`src/rtl/bus_xfer_ctrl.sv`:
```
// bus_xfer_ctrl
// Transfer controller behind the 3-master round-robin arbiter. It takes the
// arbiter's one-hot grant and slave select and routes the granted master's
// request to one of two slaves. It runs a single-beat req/ready handshake and
// returns the read data with a one-hot completion strobe. It also drives the
// ack level back to the arbiter, which treats the falling edge of ack as done.
// Optional build macro XFER_TIMEOUT_EN: adds an 8-bit REQ-state timeout. When
// it expires, the transfer is forced to complete with err=1 and all-ones read
// data.
module bus_xfer_ctrl #(
   parameter int AW      = 8,
   parameter int DW      = 32,
   parameter int GAP_CYC = 3,
   parameter int TIMEOUT = 16
) (
   input  logic          clk,
   input  logic          rst,
   input  logic [2:0]    gnt,
   input  logic [1:0]    sel,
   input  logic [2:0]    m_req,
   input  logic [2:0]    m_we,
   input  logic [AW-1:0] m_addr0,
   input  logic [AW-1:0] m_addr1,
   input  logic [AW-1:0] m_addr2,
   input  logic [DW-1:0] m_wdata0,
   input  logic [DW-1:0] m_wdata1,
   input  logic [DW-1:0] m_wdata2,
   output logic [DW-1:0] m_rdata,
   output logic [2:0]    m_rvalid,
   output logic [1:0]    s_req,
   output logic          s_we,
   output logic [AW-1:0] s_addr,
   output logic [DW-1:0] s_wdata,
   input  logic [1:0]    s_ready,
   input  logic [DW-1:0] s_rdata0,
   input  logic [DW-1:0] s_rdata1,
   output logic          ack,
   output logic          err
);

   typedef enum logic [1:0] {IDLE, REQ, DONE, GAP} state_t;

   // Last GAP-counter value before returning to IDLE.
   localparam logic [3:0] GAP_LAST = 4'(GAP_CYC - 1);

   // Reject out-of-range configurations at elaboration.
   if (GAP_CYC < 1 || GAP_CYC > 15) begin : g_bad_gap
      $error("bus_xfer_ctrl: GAP_CYC must be in 1..15");
   end
   if (TIMEOUT < 2 || TIMEOUT > 255) begin : g_bad_timeout
      $error("bus_xfer_ctrl: TIMEOUT must be in 2..255");
   end

   state_t        state;
   logic [2:0]    mst_oh;      // granted master, latched at start
   logic          slv;         // selected slave index, latched at start
   logic [3:0]    gap_cnt;

   logic          gnt_ok;
   logic          sel_ok;
   logic          g_req;
   logic          g_we;
   logic [AW-1:0] g_addr;
   logic [DW-1:0] g_wdata;
   logic [DW-1:0] slv_rdata;

`ifdef XFER_TIMEOUT_EN
   localparam logic [7:0] TO_LAST = 8'(TIMEOUT - 1);
   logic [7:0]    to_cnt;
`endif

   // Decode the grant and mux the granted master's address and write data.
   always_comb begin
      // NOTE: every always_comb output gets a default first, so no path can leave it unassigned and infer a latch.
      gnt_ok  = 1'b1;
      g_addr  = m_addr0;
      g_wdata = m_wdata0;
      case (gnt)
         3'b001: ;
         3'b010: begin
            g_addr  = m_addr1;
            g_wdata = m_wdata1;
         end
         3'b100: begin
            g_addr  = m_addr2;
            g_wdata = m_wdata2;
         end
         default: gnt_ok = 1'b0;
      endcase
   end

   // With a one-hot grant, masking picks out exactly the granted master's bit.
   assign g_req     = |(m_req & gnt);
   assign g_we      = |(m_we & gnt);
   assign sel_ok    = (sel == 2'b01) || (sel == 2'b10);
   assign slv_rdata = slv ? s_rdata1 : s_rdata0;

   // Transfer FSM. All outputs are registered, and strobes default low each cycle.
   always_ff @(posedge clk or negedge rst) begin
      // NOTE: sequential state uses non-blocking assignments only, so every register samples pre-edge values.
      if (!rst) begin
         state    <= IDLE;
         mst_oh   <= '0;
         slv      <= 1'b0;
         gap_cnt  <= '0;
         ack      <= 1'b0;
         err      <= 1'b0;
         s_req    <= '0;
         s_we     <= 1'b0;
         s_addr   <= '0;
         s_wdata  <= '0;
         m_rdata  <= '0;
         m_rvalid <= '0;
`ifdef XFER_TIMEOUT_EN
         to_cnt   <= '0;
`endif
      end else begin
         err      <= 1'b0;
         m_rvalid <= '0;
         case (state)
            IDLE: begin
               if (gnt_ok && sel_ok && g_req) begin
                  mst_oh  <= gnt;
                  slv     <= sel[1];
                  s_req   <= sel;
                  s_we    <= g_we;
                  s_addr  <= g_addr;
                  s_wdata <= g_wdata;
                  ack     <= 1'b1;
`ifdef XFER_TIMEOUT_EN
                  to_cnt  <= '0;
`endif
                  state   <= REQ;
               end else if (gnt_ok && sel == 2'b11) begin
                  err <= 1'b1;
               end
            end
            REQ: begin
               // Only the selected slave's ready counts. Data is captured for writes too.
               if (s_ready[slv]) begin
                  m_rdata  <= slv_rdata;
                  s_req    <= '0;
                  s_we     <= 1'b0;
                  m_rvalid <= mst_oh;
                  state    <= DONE;
               end
`ifdef XFER_TIMEOUT_EN
               else if (to_cnt == TO_LAST) begin
                  m_rdata  <= '1;
                  err      <= 1'b1;
                  s_req    <= '0;
                  s_we     <= 1'b0;
                  m_rvalid <= mst_oh;
                  state    <= DONE;
               end
               if (to_cnt != 8'hFF) to_cnt <= to_cnt + 8'd1;
`endif
            end
            DONE: begin
               // The arbiter takes this ack fall as command-done.
               ack     <= 1'b0;
               gap_cnt <= '0;
               state   <= GAP;
            end
            GAP: begin
               // Grants are ignored here to cover the arbiter's registered done lag.
               if (gap_cnt == GAP_LAST) state <= IDLE;
               else if (gap_cnt != 4'hF) gap_cnt <= gap_cnt + 4'd1;
            end
            default: state <= IDLE;
         endcase
      end
   end

endmodule
```
`config.mk`:
```
export PLATFORM = sky130hd
export DESIGN_NAME = bus_xfer_ctrl
export DESIGN_NICKNAME = d
export VERILOG_FILES = /design/src/rtl/bus_xfer_ctrl.sv
export SDC_FILE = /design/constraint.sdc
export NUM_CORES = 1
export LEC_CHECK = 0
export ABC_AREA = 1
export ABC_CLOCK_PERIOD_IN_PS = 1500
export BUFFER_PORTS_ARGS = -buffer_cell sky130_fd_sc_hd__buf_2
export CORE_MARGIN = 1.5
export CORE_UTILIZATION = 40
export DETAILED_ROUTE_END_ITERATION = 10
export PLACE_DENSITY = 0.82
export SLEW_MARGIN = 10
export SYNTH_ARGS = -nofsm -noshare
export SYNTH_HDL_FRONTEND = slang
export SYNTH_SLANG_ARGS = --single-unit
```
`constraint.sdc`:
```
create_clock -name clk -period 1.5 [get_ports clk]
set_input_delay 0.3 -clock clk [delete_from_list [all_inputs] [get_ports clk]]
set_output_delay 0.3 -clock clk [all_outputs]
set_load 0.1 [all_outputs]
```
==> results.toml <==
[outcome]
outcome = "finished, final reports clean"

[final_layout]
diode_count = 0
area.growth.synth_to_final_pct = 43.7
most-common-layout-cells = "341 x sky130_fd_sc_hd__nand2_1, 276 x sky130_fd_sc_hd__buf_2, 89 x sky130_fd_sc_hd__dfrtp_1"
postLayoutCellArea_um2 = 6730
fillerInstances = 1063
nets = 1130
ratio_of_cells_with_drive_above_1_in_the_final_layout = 0.372
layout.cells.most_common = "sky130_fd_sc_hd__nand2_1"

[sta]
layout_min_cycle_time_ps = 1450
finalClockSkew_ps = 6.93
rsz0062_at_grt = "no"
post-route-period-util = 0.967
drv_slew = 0
fmax_mhz = 690
finalHoldViolations = 0
relSlewSlack = 0.603
endpoints_failing_setup = 0
holdWs_ps = 217
worst_pin_slew_ps = 594

[clock_network]
number_of_buffers_created_by_cts = 9
clkSlewWorstSetupHoldPaths_ps = 60
number_of_sinks_on_the_clock_net = 90
cts_htree_levels = 3
tritoncts = "yes"
cts.path.max_buffers = 2
clock_tree_root_driver_cell = "sky130_fd_sc_hd__clkbuf_16"
clock_latency_ps = 330

[synthesis]
yosys-top-cells-area = "sky130_fd_sc_hd__dfrtp_1 48%, sky130_fd_sc_hd__nand2_1 27%, sky130_fd_sc_hd__nand3_1 5.8%, sky130_fd_sc_hd__a31oi_1 4.3%, sky130_fd_sc_hd__nor2_1 3.0%"
synthesis.area_per_instance_um2 = 7.29
synth.ff_latch_count = 90
synthesis.area_um2 = 4690
synth.lib_cells_used.distinct = 23
yosysSeqAreaShare = 0.481
yosys_warnings = 0
syn_nets = 849
synthCells = 643
post-synth-top-area-fraction = 0.481
synthDominantAreaCellType = "sky130_fd_sc_hd__dfrtp_1"

[worst_setup_path]
setup.worst_path.class = "reg2out"
cp_slowest_cell = "sky130_fd_sc_hd__buf_2"
setup.worst_path.start_class = "flip-flop"
crit_family = "buffers and inverters"
cp_data_arrival_time_ps = 1150
critPathMaxStageDelay_ps = 440
buf_inv_stages_crit_path = 1
crit_path_end_kind = "output port"
crit_fanout = 2
critical_path.cell_chain = "buf_2"
critical_path_data_required_time_ps = 1200

[placed_design]
io_buffers = 278
gp_congestion = 0.867
dpl_cell_area_um2 = 6280
hpwl_um = 10900

[floorplanning]
initial_utilization = 0.410
full_die_area_um2 = 12400
dieHeight_um = 111
rows = 39
die_x_um = 111
placeableCoreArea_um2 = 11400
num_io_pins = 279

[power]
power.ir.vdd_worst_mv = 2.97
p_per_area_nw_per_um2 = 2720
cellLeakagePower_uw = 0.00379

[global_route]
first_global_vias = 4956
grt_use_total = 0.242
number_of_antenna_violations_at_the_first_check_in_global_routing = 0
grt_pass1_wl_um = 24100
grt_remaining_overflow = 0
grt_max_degree = 47

[route]
dr.pass1.iters = 4
wl_per_cell_um = 13.9
routed_wire_length_um = 14900
antenna_violating_nets_left = 0
via_per_inst = 4.82
dr.first_iter.drc_count = 378
route.detailed.drc = 0
via_count_of_the_routed_design = 5165

[hold_path]
hold_class = "in2reg"

[flow_run]
maxCapViolCount = 0
cells in the mapped netlist:
master	n
sky130_fd_sc_hd__nand3_2	4
sky130_fd_sc_hd__inv_1	15
sky130_fd_sc_hd__o21ai_0	8
sky130_fd_sc_hd__inv_4	2
sky130_fd_sc_hd__dfrtp_1	90
sky130_fd_sc_hd__nor2_1	38
sky130_fd_sc_hd__inv_2	6
sky130_fd_sc_hd__nand2_4	1
sky130_fd_sc_hd__nand3_1	54
sky130_fd_sc_hd__or2_2	1
sky130_fd_sc_hd__nand2_1	343
sky130_fd_sc_hd__ha_1	7
sky130_fd_sc_hd__clkbuf_1	6
sky130_fd_sc_hd__a22oi_1	1
sky130_fd_sc_hd__buf_2	16
sky130_fd_sc_hd__buf_4	9
sky130_fd_sc_hd__nor2_4	1
sky130_fd_sc_hd__a31oi_1	32
sky130_fd_sc_hd__nand2_2	2
sky130_fd_sc_hd__nand4_1	2
sky130_fd_sc_hd__buf_6	3
sky130_fd_sc_hd__clkinv_1	1
sky130_fd_sc_hd__o21ai_1	1
cell families (layout without fill, tap and decap cells):
family,Yosys count,in the layout,synth area share
AOI/OAI and AO/OA,42,42,0.0539
buffers and inverters,58,343,0.0638
and+or+nand+nor,446,447,0.383
adders and majority gates,7,7,0.0187
DFF,90,90,0.481
where the power goes:
group / internal (µW) / total [µW] / switching, µW
clock: 1720 / 2640 / 919
sequential: 3520 / 4160 / 644
combinational: 1960 / 11500 / 9540
tightest hold or removal path: stages:
cell                      delay [ps]
sky130_fd_sc_hd__buf_2            90
sky130_fd_sc_hd__nand2_1          50
sky130_fd_sc_hd__a31oi_1          70
flip-flops by register name, indices dropped and copies added, names as in the netlist, 2 cells and up:
signal	count
gap_cnt	4
m_rdata	32
m_rvalid	3
mst_oh	3
s_addr	8
s_req	2
s_wdata	32
state	2
metal layers:
layer  wire, µm  track usage  up-vias
met5          0            0        -
met4        448       0.0937        0
met3       1260       0.0552       34
met2       6910        0.403      250
met1       6320        0.307     2292
li1           -            -     2589
cell type report:
type,instances,area (µm²),area share
repair buffers,303,1670,0.248
clock inverters,4,97.6,0.0145
inverters,24,97.6,0.0145
well taps,143,179,0.0266
multi-input cells,496,2180,0.324
clock buffers,12,256,0.0381
flip-flops and latches,90,2250,0.335
repair_timing:
action                                  4_1_cts  5_1_grt
cloned                                        0        2
resized for setup                             1       16
pin swaps                                     0        1
hold endpoints to repair                     25        0
hold buffers                                  1        0
buffers inserted                              0        1
endpoints found under the setup margin        6       77
path summary, 6_finish.rpt:
check	startpoint	endpoint	slack, ps	cells after the start
max	m_rdata[28]$_DFFE_PN0P_	m_rdata[28]	50	1
min	s_rdata0[19]	m_rdata[19]$_DFFE_PN0P_	220	3
max reg2reg	state[1]$_DFFE_PN0P_	s_wdata[23]$_DFFE_PN0P_	100	7
min reg2reg	s_we$_DFFE_PN0P_	s_we$_DFFE_PN0P_	470	2
max in group asynchronous	rst	m_rvalid[1]$_DFF_PN0_	540	3
min in group asynchronous	rst	m_rdata[3]$_DFFE_PN0P_	430	2
through the flow:
stage	cells	setup WS (ps)	total power (µW)	TNS [ps]	utilization
after floorplan	643	194	13400	0	-
after global placement	1052	-326	15400	-9380	0.550
after detailed placement	1052	-294	15600	-10210	0.550
after CTS	1069	4.08	18200	0	0.582
after global routing	1072	3.62	19200	0	0.590
final	1072	49.8	18300	0	0.590
Power figures use the tool's default switching activity.
